===== src/rtl/micro_seq_pkg.sv =====
// Shared definitions for the micro-code sequencer: instruction register
// field positions, the idle ROM address, FSM states and the default FIFO
// entry layout.
package micro_seq_pkg;

  // Register fields inside a decoded instruction
  localparam int RD_LSB  = 7;
  localparam int RD_MSB  = 11;
  localparam int RS1_LSB = 15;
  localparam int RS1_MSB = 19;
  localparam int RS2_LSB = 20;
  localparam int RS2_MSB = 24;

  // Default widths of the sequencer
  localparam int DEF_INSTR_W = 32;
  localparam int DEF_ADDR_W  = 8;
  localparam int DEF_CNT_W   = 3;
  localparam int DEF_META_W  = 17;

  // ROM address presented while nothing is being issued
  localparam logic [DEF_ADDR_W-1:0] NOP_ADDR = '1;

  typedef enum logic {IDLE, RUN} state_t;

  // One buffered instruction in the default configuration; the top module
  // declares the same layout sized from its own parameters
  typedef struct packed {
    logic [DEF_INSTR_W-1:0] instr;
    logic [DEF_ADDR_W-1:0]  uaddr;
    logic [DEF_CNT_W-1:0]   ucnt;
    logic [DEF_META_W-1:0]  meta;
  } fifo_entry_t;

endpackage


===== src/rtl/ucode_conflict_chk.sv =====
// Decides whether the FIFO head's single micro-op may ride along with the
// micro-op currently issuing: the two ROM words must not overlap and the
// head must not read the register the current instruction writes.
module ucode_conflict_chk #(
  parameter int UCODE_W = 32
) (
  input  logic [UCODE_W-1:0] ucode_data,
  input  logic [UCODE_W-1:0] spec_data,
  input  logic [4:0]         cur_rd,
  input  logic [4:0]         head_rs1,
  input  logic [4:0]         head_rs2,
  output logic               no_conflict
);

  logic words_disjoint;
  logic regs_free;

  // Register x0 never creates a hazard, so a zero destination always passes
  always_comb begin
    words_disjoint = (ucode_data & spec_data) == '0;
    regs_free      = (cur_rd == 5'd0) || ((cur_rd != head_rs1) && (cur_rd != head_rs2));
    no_conflict    = words_disjoint && regs_free;
  end

endmodule


===== src/rtl/micro_seq_cu_p.sv =====
// Micro-code sequencer between decode and ALU. Decoded instructions queue
// in a DEPTH-entry FIFO; the running one steps its ROM address once per
// un-stalled cycle and hands over to the next without a bubble.
// Optional feature: define MICRO_SEQ_FUSE_EN to fuse a non-conflicting
// single-micro-op successor into the micro-op currently issuing.
module micro_seq_cu_p
  import micro_seq_pkg::*;
#(
  parameter int INSTR_W = 32,
  parameter int ADDR_W  = 8,
  parameter int UCODE_W = 32,
  parameter int CNT_W   = 3,
  parameter int META_W  = 17,
  parameter int DEPTH   = 4
) (
  input  logic               clk,
  input  logic               rst,
  input  logic               flush,
  input  logic               in_valid,
  output logic               in_ready,
  input  logic [INSTR_W-1:0] in_instr,
  input  logic [ADDR_W-1:0]  in_uaddr,
  input  logic [CNT_W-1:0]   in_ucnt,
  input  logic [META_W-1:0]  in_meta,
  output logic [ADDR_W-1:0]  ucode_addr,
  input  logic [UCODE_W-1:0] ucode_data,
  output logic [ADDR_W-1:0]  spec_addr,
  input  logic [UCODE_W-1:0] spec_data,
  input  logic               alu_stall,
  output logic               out_valid,
  output logic [UCODE_W-1:0] out_ucode,
  output logic [INSTR_W-1:0] out_instr,
  output logic [META_W-1:0]  out_meta,
  output logic               fuse_hit
);

  localparam int PTR_W = $clog2(DEPTH);

  typedef struct packed {
    logic [INSTR_W-1:0] instr;
    logic [ADDR_W-1:0]  uaddr;
    logic [CNT_W-1:0]   ucnt;
    logic [META_W-1:0]  meta;
  } entry_t;

  entry_t             fifo_mem [DEPTH];
  logic [PTR_W:0]     wr_ptr;
  logic [PTR_W:0]     rd_ptr;
  logic               empty;
  logic               full;
  logic               push;
  logic               pop;
  entry_t             head;

  state_t             state;
  state_t             state_nxt;
  logic [CNT_W-1:0]   cnt;
  logic [CNT_W-1:0]   cnt_nxt;
  logic [ADDR_W-1:0]  addr_nxt;
  logic [INSTR_W-1:0] instr_nxt;
  logic [META_W-1:0]  meta_nxt;

  assign empty     = (wr_ptr == rd_ptr);
  assign full      = (wr_ptr[PTR_W] != rd_ptr[PTR_W]) &&
                     (wr_ptr[PTR_W-1:0] == rd_ptr[PTR_W-1:0]);
  assign head      = fifo_mem[rd_ptr[PTR_W-1:0]];
  assign in_ready  = !full;
  assign push      = in_valid && !full && !flush && !rst;
  assign out_valid = (state == RUN);
  assign out_ucode = fuse_hit ? (ucode_data | spec_data) : ucode_data;

`ifdef MICRO_SEQ_FUSE_EN
  logic no_conflict;

  ucode_conflict_chk #(
    .UCODE_W (UCODE_W)
  ) u_conflict_chk (
    .ucode_data  (ucode_data),
    .spec_data   (spec_data),
    .cur_rd      (out_instr[RD_MSB:RD_LSB]),
    .head_rs1    (head.instr[RS1_MSB:RS1_LSB]),
    .head_rs2    (head.instr[RS2_MSB:RS2_LSB]),
    .no_conflict (no_conflict)
  );

  assign spec_addr = empty ? '1 : head.uaddr;
  assign fuse_hit  = (state == RUN) && !alu_stall && !empty &&
                     (head.ucnt == '0) && no_conflict;
`else
  logic unused_spec;

  assign unused_spec = ^spec_data;
  assign spec_addr   = '1;
  assign fuse_hit    = 1'b0;
`endif

  // Next-state logic: pick the next ROM address and decide when the FIFO head is consumed
  always_comb begin
    state_nxt = state;
    addr_nxt  = ucode_addr;
    cnt_nxt   = cnt;
    instr_nxt = out_instr;
    meta_nxt  = out_meta;
    pop       = 1'b0;
    case (state)
      IDLE: begin
        if (!empty) begin
          pop       = 1'b1;
          state_nxt = RUN;
          addr_nxt  = head.uaddr;
          cnt_nxt   = head.ucnt;
          instr_nxt = head.instr;
          meta_nxt  = head.meta;
        end
      end
      RUN: begin
        if (!alu_stall) begin
          if (cnt != '0) begin
            addr_nxt = ucode_addr + 1'b1;
            cnt_nxt  = cnt - 1'b1;
            pop      = fuse_hit;
          end else if (fuse_hit) begin
            pop       = 1'b1;
            state_nxt = IDLE;
            addr_nxt  = '1;
          end else if (!empty) begin
            pop       = 1'b1;
            addr_nxt  = head.uaddr;
            cnt_nxt   = head.ucnt;
            instr_nxt = head.instr;
            meta_nxt  = head.meta;
          end else begin
            state_nxt = IDLE;
            addr_nxt  = '1;
          end
        end
      end
      default: begin
        state_nxt = IDLE;
        addr_nxt  = '1;
      end
    endcase
  end

  // State, current-instruction and FIFO pointer registers; flush empties everything but keeps the last instr/meta
  always_ff @(posedge clk) begin
    if (rst) begin
      state      <= IDLE;
      ucode_addr <= '1;
      cnt        <= '0;
      out_instr  <= '0;
      out_meta   <= '0;
      wr_ptr     <= '0;
      rd_ptr     <= '0;
    end else if (flush) begin
      state      <= IDLE;
      ucode_addr <= '1;
      cnt        <= '0;
      wr_ptr     <= '0;
      rd_ptr     <= '0;
    end else begin
      state      <= state_nxt;
      ucode_addr <= addr_nxt;
      cnt        <= cnt_nxt;
      out_instr  <= instr_nxt;
      out_meta   <= meta_nxt;
      if (push) wr_ptr <= wr_ptr + 1'b1;
      if (pop)  rd_ptr <= rd_ptr + 1'b1;
    end
  end

  // FIFO storage needs no reset; the pointers alone decide which entries are live
  always_ff @(posedge clk) begin
    if (push) begin
      fifo_mem[wr_ptr[PTR_W-1:0]] <= '{instr: in_instr, uaddr: in_uaddr,
                                       ucnt: in_ucnt, meta: in_meta};
    end
  end

endmodule


===== config.mk =====
export PLATFORM = sky130hd
export DESIGN_NAME = micro_seq_cu_p
export DESIGN_NICKNAME = d
export VERILOG_FILES = /design/src/rtl/micro_seq_pkg.sv /design/src/rtl/ucode_conflict_chk.sv /design/src/rtl/micro_seq_cu_p.sv
export SDC_FILE = /design/constraint.sdc
export NUM_CORES = 1
export LEC_CHECK = 0
export ABC_CLOCK_PERIOD_IN_PS = 6600
export BUFFER_PORTS_ARGS = -buffer_cell sky130_fd_sc_hd__buf_2
export CORE_MARGIN = 4
export CORE_UTILIZATION = 40
export CTS_CLUSTER_DIAMETER = 150
export DETAILED_ROUTE_END_ITERATION = 6
export PLACE_DENSITY = 0.7
export SYNTH_ARGS = -nofsm -noshare
export SYNTH_HDL_FRONTEND = slang
export SYNTH_HIERARCHICAL = 1
export SYNTH_SLANG_ARGS = --single-unit

===== constraint.sdc =====
create_clock -name clk -period 6.6 [get_ports clk]
set_input_delay 0.66 -clock clk [delete_from_list [all_inputs] [get_ports clk]]
set_output_delay 0.66 -clock clk [all_outputs]
set_load 0.005 [all_outputs]

# Word-level counts from Yosys, hierarchy flattened

Memories as Yosys holds them, arrays and structs flattened. A register that Yosys moved wholly into a read port is not among the register bits.
Index checks and enable logic that the tools add are counted.

Register bits after elaboration: 67
RAM bits: 240
Input port bits: 129
Output and inout port bits: 100
Logic and storage cells: 59
Memories kept: 1

Memories:

| memory   | words | width | rd ports | clocked after Yosys merged registers in | write ports | RTL line             | text |
|---|---|---|---|---|---|---|---|
| fifo_mem | 4     | 60    | 1        | 1                                       | 1           | micro_seq_cu_p.sv:46 | `entry_t fifo_mem [DEPTH];` |

Add/sub/neg operators: 4
Equality and inequality tests: 6
Mux-type cells: 28
Bitwise gates (word level): 2
Reduce and logical (&&, ||, !) cells: 11

Operators by type and width:

| cell                                                                | number |
|---|---|
| 32-bit 2-to-1 mux                                                   | 3 |
| 32-bit case mux with 2 select lines                                 | 1 |
| 17-bit 2-to-1 mux                                                   | 3 |
| 17-bit case mux with 2 select lines                                 | 1 |
| 8-bit 2-to-1 mux                                                    | 4 |
| 8-bit case mux with 2 select lines                                  | 1 |
| 3-bit 2-to-1 mux                                                    | 3 |
| 8-bit by 1-bit adder with 8-bit output (second input constant)      | 1 |
| 1-bit 2-to-1 mux                                                    | 7 |
| 3-bit by 1-bit adder with 3-bit output (second input constant)      | 2 |
| 2-bit inequality test (second input constant)                       | 3 |
| 3-bit case mux with 2 select lines                                  | 1 |
| 1-bit logical AND                                                   | 4 |
| 2-bit 2-to-1 mux                                                    | 2 |
| 1-bit case mux with 2 select lines                                  | 2 |
| 3-bit == test                                                       | 1 |
| 1-bit logical NOT                                                   | 3 |
| 3-bit AND reduction                                                 | 1 |
| 3-bit nonzero test                                                  | 1 |
| 3-bit by 1-bit subtractor with 3-bit output (second input constant) | 1 |
| 2-bit == test                                                       | 1 |
| 1-bit inverter                                                      | 2 |
| 2-bit AND reduction                                                 | 1 |
| 2-bit OR reduction                                                  | 1 |
| 1-bit inequality test                                               | 1 |

# Longest topological paths before layout

Gate-level depths: netlist (run 1).

Depth in word-level cells: 8
Depth in mapped cells: 10

# Least setup slack after synthesis (run 1)

OpenSTA, ideal clock, no wires.

Kind: input-to-reg
Start: in rst
End: mem fifo_mem[3][0] in the netlist's numbering (enable)
Library setup time: 0.426 ns
Arrival: 3.088 ns
Setup slack: 3.086 ns
Stages on the path: 5
Buffers on the path: 2
Path through: clkbuf_1 -> or2_2 -> clkbuf_1 -> a311oi_1 -> and2_1

Longest elaborated chain between the ends: 4

RTL lines:

| what                                   | RTL line              | text |
|---|---|---|
| from (decl)                            | micro_seq_cu_p.sv:17  | `input logic rst,` |
| 1-bit logical NOT                      | micro_seq_cu_p.sv:68  | `assign push = in_valid && !full && !flush && !rst;` |
| 1-bit logical AND                      | micro_seq_cu_p.sv:68  |  |
| 1-bit 2-to-1 mux                       | micro_seq_cu_p.sv:174 | `if (push) begin` |
| 1-bit 2-to-1 mux (implied by the code) | micro_seq_cu_p.sv:175 | `fifo_mem[wr_ptr[PTR_W-1:0]] <= '{instr: in_instr, uaddr: in_uaddr,` |
| to (decl)                              | micro_seq_cu_p.sv:46  |  |

No other way between the ends.

# Worst setup path in the final report (run 1)

Start: in rst
End: mem fifo_mem[3][6] in the netlist's numbering (enable)

The elaborated chain is that of the path after synthesis.

==> results_dict.tcl, run 1 <==
set metrics [dict create \
    ys_ff_latch 309 \
    worstHoldPathType "primary input to register" \
    place_congestion 0.778 \
    synth.top_cells.by_area "edfxtp_1 61%, dfxtp_1 12%, mux4_2 11%" \
    dp.cells 1152 \
    intPower_mw 3.40 \
    final_area_sq_um 13600 \
    ir_worst_vdd_v 0.000225 \
    reg2reg_to "ucode_addr[0]" \
    die_x_um 180 \
    synth_cell_types 43 \
    tightest_slew_ns 1.01 \
    ctsResizeCount 0 \
    p_leak_nw 4.61 \
    synthFlopType "edfxtp_1" \
    synth_cells 710 \
    h-tree-depth 2 \
    synth_edf_count 240 \
    synth_top_cell_by_area "edfxtp_1" \
    cpPeakStageDelay_ns 0.90 \
    regArea_sq_um 8600 \
    yosysWarnings 6 \
    power_frac_comb_pct 4.6 \
    seq_area_frac_synth_pct 72.9 \
    nets 941 \
    cts_root_buffer "clkbuf_16" \
    cpMaxStageDelayCell "and2_4" \
    cts-hold-fix-buffers 0 \
    core-area_sq_um 28900 \
    relSlewSlack_pct 32.9 \
    syn_avg_cell_area_sq_um 16.6 \
    worst_ep_arrival_time_ns 3.12 \
    switching_power_uw 866 \
    finalMaxSlewViolations 0 \
    r2r_slack_ns 3.94 \
    diodes 0 \
    p_clk_share_pct 45.0 \
    drive_gt1_share_pct 30.2 \
    port_buffers 123 \
    vias 6082 \
    post-route-min-period_ns 3.01 \
    drt_iter0_markers 306 \
    dp_slack_ns 3.01 \
    skew_ns 0.00991 \
    hold_viol 0 \
    path_cells "buf_2, buf_4, or2_2, a311oi_1, and2_4" \
    reg2reg_depth 5 \
    globalRouteTotalUtil_pct 13.9 \
    finalHoldWorstSlack_ns 0.375 \
    firstDrtPassIters 4 \
    start_util_pct 40.8 \
    path_class "primary input to register" \
    startpoint_type "primary input" \
    p_seq_share_pct 50.4 \
    grt_start_max_net_pins 62 \
    setup_viol 0 \
    power_mw 4.26 \
    finalSetupTns_ns 0 \
    io_pins 229 \
    path_clk_slew_ns 0.06 \
    fin_cells 1213 \
    whs_path_depth 1 \
    fmax_ghz 0.332 \
    synth_top_cell_area_share_pct 61.2 \
    finalWorstSetupSlack_ns 3.59 \
    antenna_found_initial 4 \
    netlist_area_sq_um 11800 \
    grt_pass1_vias 6456 \
    hold_start "in_instr[12]" \
    status "finished, final reports clean" \
    std_cell_rows 62 \
    postCtsSetupBuffers 0 \
    avgRoutedWirePerCell_um 18.6 \
    dpl-instance-area_sq_um 12500 \
    fill_cells 2462 \
    die-area_sq_um 32300 \
    cts_tree "yes" \
    cts_buffer_depth 3 \
    multi_input_area_sq_um 2720 \
    cap_violations 0 \
    hpwl_mm 12.7 \
    post_drt_via_cell_ratio 5.01 \
    drt-total-wl_mm 22.6 \
    end_kind "register" \
    area_delta_synth_final_pct 15.7 \
    async_flop_share_pct 0 \
    sw_frac_of_total_pct 20.3 \
    fin_crit_sh_pct 45.6 \
    die_h_um 180 \
    worst-path-max-fanout 61 \
    ant_nets 0 \
    rsz0062_at_grt "false" \
    clock_sinks 309 \
    grt_first_pass_wirelength_mm 36.0 \
    clock_latency_ns 0.50 \
    cts_buffers 34 \
    final_core_util_pct 47.3 \
    overflow 0 \
    pwr_density_cell_nw_per_um2 313 \
    holdPathEnd "fifo_mem[0][40]" \
    required_ns 6.72 \
    drc 0 \
]
-- cell usage in the layout, fill, tap and decap left out, types with 9 or more instances in the layout --
cell	synthesis	final
edfxtp_1	240	240
mux4_2	60	60
dfxtp_1	69	67
buf_2	13	123
o21ai_0	13	13
nor2_1	9	9
a21oi_1	62	62
clkbuf_16	0	35
nand2_1	105	105
clkbuf_1	18	9
conb_1	2	9
-- worst max-delay path by stage --
stage,start,end,depth (start not counted)
after floorplan,rst,fifo_mem[3][0],5
after global placement,rst,fifo_mem[1][7],5
after detailed placement,rst,fifo_mem[3][7],5
after CTS,rst,fifo_mem[3][59],5
after global routing,rst,fifo_mem[0][43],5
final,rst,fifo_mem[3][6],5
-- worst max-delay path: cells and delay by family --
kind	cells	cell delay, ns
simple gates	2	1.44
compound gates	1	0.53
buf+inv	2	0.39
-- Yosys cell counts, types with 2 or more instances --
| cell type | number |
|---|---|
| a211oi_1 | 2 |
| a21oi_1 | 62 |
| a311oi_1 | 2 |
| a31oi_1 | 2 |
| and2_1 | 5 |
| buf_1 | 2 |
| buf_2 | 13 |
| buf_4 | 43 |
| buf_6 | 2 |
| clkbuf_1 | 18 |
| conb_1 | 2 |
| dfxtp_1 | 69 |
| edfxtp_1 | 240 |
| ha_1 | 8 |
| inv_1 | 8 |
| mux4_2 | 60 |
| nand2_1 | 105 |
| nand3_1 | 8 |
| nand4_1 | 3 |
| nor2_1 | 9 |
| nor3_1 | 2 |
| o21a_1 | 2 |
| o21ai_0 | 13 |
| o32ai_1 | 4 |
| or2_2 | 2 |
| xnor2_1 | 5 |
| xor2_1 | 3 |
-- layer usage --
metal	track usage (%)	wire length [um]
met3	3.42	1420
met5	0	53
met2	23.3	11000
met1	17.7	9400
met4	4.94	675
-- power by group through the flow --
stage / combinational [mW] / clock, mW / sequential [mW]
floorplan: 0.144 / 0 / 2.19
global placement: 0.195 / 0 / 2.19
detailed placement: 0.201 / 0 / 2.19
CTS: 0.202 / 1.96 / 2.15
global route: 0.221 / 2.04 / 2.15
finish: 0.197 / 1.92 / 2.15
-- cells by family (layout without fill, tap and decap cells) --
logic type	Yosys count	count (layout)	synth area share (%)
flops	309	309	72.9
fa+ha+maj	8	8	0.849
other cells	2	9	0.0637
compound gates	96	96	4.65
xor+xnor	8	8	0.595
mux	61	61	11.6
buf+inv	86	198	4.37
simple gates	140	140	5.04
-- registers in the layout (all words and copies together) (netlist names), named ones only --
register,count
fifo_mem,240
out_instr,32
out_meta,17
ucode_addr,8
cnt,3
rd_ptr,3
wr_ptr,3
out_valid,1
-- layout make-up --
type	instances	share of cell area, %
multi-input combinational	322	19.9
clock buffer	48	7.07
timing repair buffer	129	4.84
tap	384	3.52
inverter	8	0.220
sequential	309	63.0
clock inverter	13	1.38
(Power assumes the default switching activity.)
==> run 2: changes to the inputs <==
--- a/config.mk
+++ b/config.mk
@@ -5,7 +5,7 @@
 export SDC_FILE = /design/constraint.sdc
 export NUM_CORES = 1
 export LEC_CHECK = 0
-export ABC_CLOCK_PERIOD_IN_PS = 6600
+export ABC_CLOCK_PERIOD_IN_PS = 3150
 export BUFFER_PORTS_ARGS = -buffer_cell sky130_fd_sc_hd__buf_2
 export CORE_MARGIN = 4
 export CORE_UTILIZATION = 40
==> constraint.sdc (replaced) <==
create_clock -name clk -period 3.15 [get_ports clk]
set_input_delay 0.315 -clock clk [delete_from_list [all_inputs] [get_ports clk]]
set_output_delay 0.315 -clock clk [all_outputs]
set_load 0.005 [all_outputs]
==> run 2 against run 1 <==
  * Global-route usage grew 1.1 points
  * Hold slack lost 0.34 ns
  * Largest cell class unchanged
  * Sequential power grew 110%
==> results_dict.tcl, run 2 (synthesis results as in run 1) <==
set metrics [dict create \
    status "finished, final reports clean" \
    die_x_um 180 \
    hold_start "in_uaddr[6]" \
    clock_sinks 309 \
    hpwl_mm 14.2 \
    required_ns 3.49 \
    cts_tree "yes" \
    globalRouteTotalUtil_pct 14.9 \
    finalWorstSetupSlack_ns 0.844 \
    post-route-min-period_ns 2.31 \
    ctsResizeCount 0 \
    worstHoldPathType "primary input to register" \
    finalSetupTns_ns 0 \
    relSlewSlack_pct 50.6 \
    power_mw 8.95 \
    cts-hold-fix-buffers 0 \
    r2r_slack_ns 0.84 \
    dpl-instance-area_sq_um 12600 \
    largest_reg_flops 240 \
    grt_first_pass_wirelength_mm 37.9 \
    power_frac_comb_pct 4.9 \
    antenna_found_initial 4 \
    path_clk_slew_ns 0.06 \
    end_kind "register" \
    std_cell_rows 62 \
    tightest_slew_ns 0.740 \
    firstDrtPassIters 4 \
    cpMaxStageDelayCell "or4_2" \
    hold_viol 0 \
    reg2reg_to "out_instr[14]" \
    setup_viol 0 \
    grt_pass1_vias 6582 \
    skew_ns 0.0133 \
    path_class "register to register" \
    cpPeakStageDelay_ns 0.74 \
    avgRoutedWirePerCell_um 20.0 \
    postCtsSetupBuffers 0 \
    cts_root_buffer "clkbuf_16" \
    h-tree-depth 2 \
    path_cells "xnor2_1, and3_1, or4_2, buf_12, nand2_1, a21oi_1" \
    p_leak_nw 4.70 \
    reg2reg_depth 6 \
    nets 951 \
    cap_violations 0 \
    holdPathEnd "fifo_mem[1][26]" \
    drt_iter0_markers 471 \
    post_drt_via_cell_ratio 5.17 \
    io_pins 229 \
    overflow 0 \
    pwr_density_cell_nw_per_um2 649 \
    place_congestion 0.819 \
    multi_input_area_sq_um 2720 \
    p_seq_share_pct 50.3 \
    switching_power_mw 1.82 \
    final_common_cell "edfxtp_1" \
    start_util_pct 40.8 \
    area_delta_synth_final_pct 17.1 \
    dp_slack_ns 0.589 \
    die-area_sq_um 32300 \
    worst-path-max-fanout 49 \
    finalMaxSlewViolations 0 \
    drt-total-wl_mm 24.5 \
    ir_worst_vdd_v 0.000442 \
    clock_latency_ns 0.49 \
    drive_gt1_share_pct 31.3 \
    rsz0062_at_grt "false" \
    worst_ep_arrival_time_ns 2.64 \
    final_area_sq_um 13800 \
    grt_start_max_net_pins 61 \
    core-area_sq_um 28900 \
    die_h_um 180 \
    sw_frac_of_total_pct 20.3 \
    ant_nets 0 \
    vias 6327 \
    regArea_sq_um 8600 \
    r2r-start "wr_ptr[1]" \
    fill_cells 2437 \
    cts_buffer_depth 3 \
    port_buffers 123 \
    p_clk_share_pct 44.8 \
    layout_common_cells "240 x edfxtp_1, 123 x buf_2, 105 x nand2_1" \
    fmax_ghz 0.434 \
    intPower_mw 7.14 \
    startpoint_type "register" \
    fin_crit_sh_pct 73.2 \
    drc 0 \
    whs_path_depth 1 \
    cts_buffers 34 \
    final_core_util_pct 47.8 \
]
## run 2: changes by cell type in the layout (fill, tap and decap cells not counted)
cell,before,now
diode_2,0,1
clkbuf_16,35,34
buf_4,6,9
buf_12,0,7
clkbuf_8,4,7
clkinv_2,3,4
inv_16,1,0
clkbuf_1,9,6
clkinv_8,0,1
clkinvlp_4,1,0
## run 2: worst max-delay path by stage
stage                    from               to  slack (ns)  depth (start not counted)
floorplan                 rst   fifo_mem[2][0]        0.01                          5
global placement        flush   fifo_mem[0][6]        0.58                          5
detailed placement      flush  fifo_mem[0][13]        0.59                          5
CTS                 wr_ptr[1]    out_instr[14]        0.82                          6
global route        wr_ptr[1]    out_instr[15]        0.69                          6
finish              wr_ptr[1]    out_instr[14]        0.84                          6
## run 2: layout make-up
type	count	share of cell area [%]
clock inverter	13	1.31
inverter	8	0.218
timing repair buffer	139	5.97
antenna	1	0.0181
multi-input combinational	322	19.7
clock buffer	47	7.03
sequential	309	62.3
tap	384	3.48
## run 2: per-stage QoR
step / std cells / hold slack (ns)
3_3_place_gp: 1162 / 0.440
6_report: 1223 / 0.0333
2_1_floorplan: 717 / 0.414
4_1_cts: 1222 / 0.00126
3_5_place_dp: 1162 / 0.444
5_1_grt: 1223 / 0.0110
## run 2: power groups by stage
stage	sequential, mW	clock, mW	combinational (mW)
4_1_cts	4.50	4.13	0.449
3_5_place_dp	4.59	0	0.448
5_1_grt	4.51	4.31	0.490
2_1_floorplan	4.58	0	0.301
6_report	4.50	4.01	0.442
3_3_place_gp	4.59	0	0.438
## run 2: critical path: cells and delay by family, from the launching register on
kind,cells,cell delay [ns]
AO/OA/AOI/OAI,1,0.06
AND/OR/NAND/NOR,3,1.22
flip-flops,1,0.42
buffers and inverters,1,0.24
XOR/XNOR,1,0.19
## run 2: routing by layer
layer  GRT usage [%]  wire [um]  vias up
met4            5.00        728        6
met1            19.5      10500     3210
met3            4.35       1610       65
li1                -          -     2862
met2            24.2      11600      184
met5               0         34        -
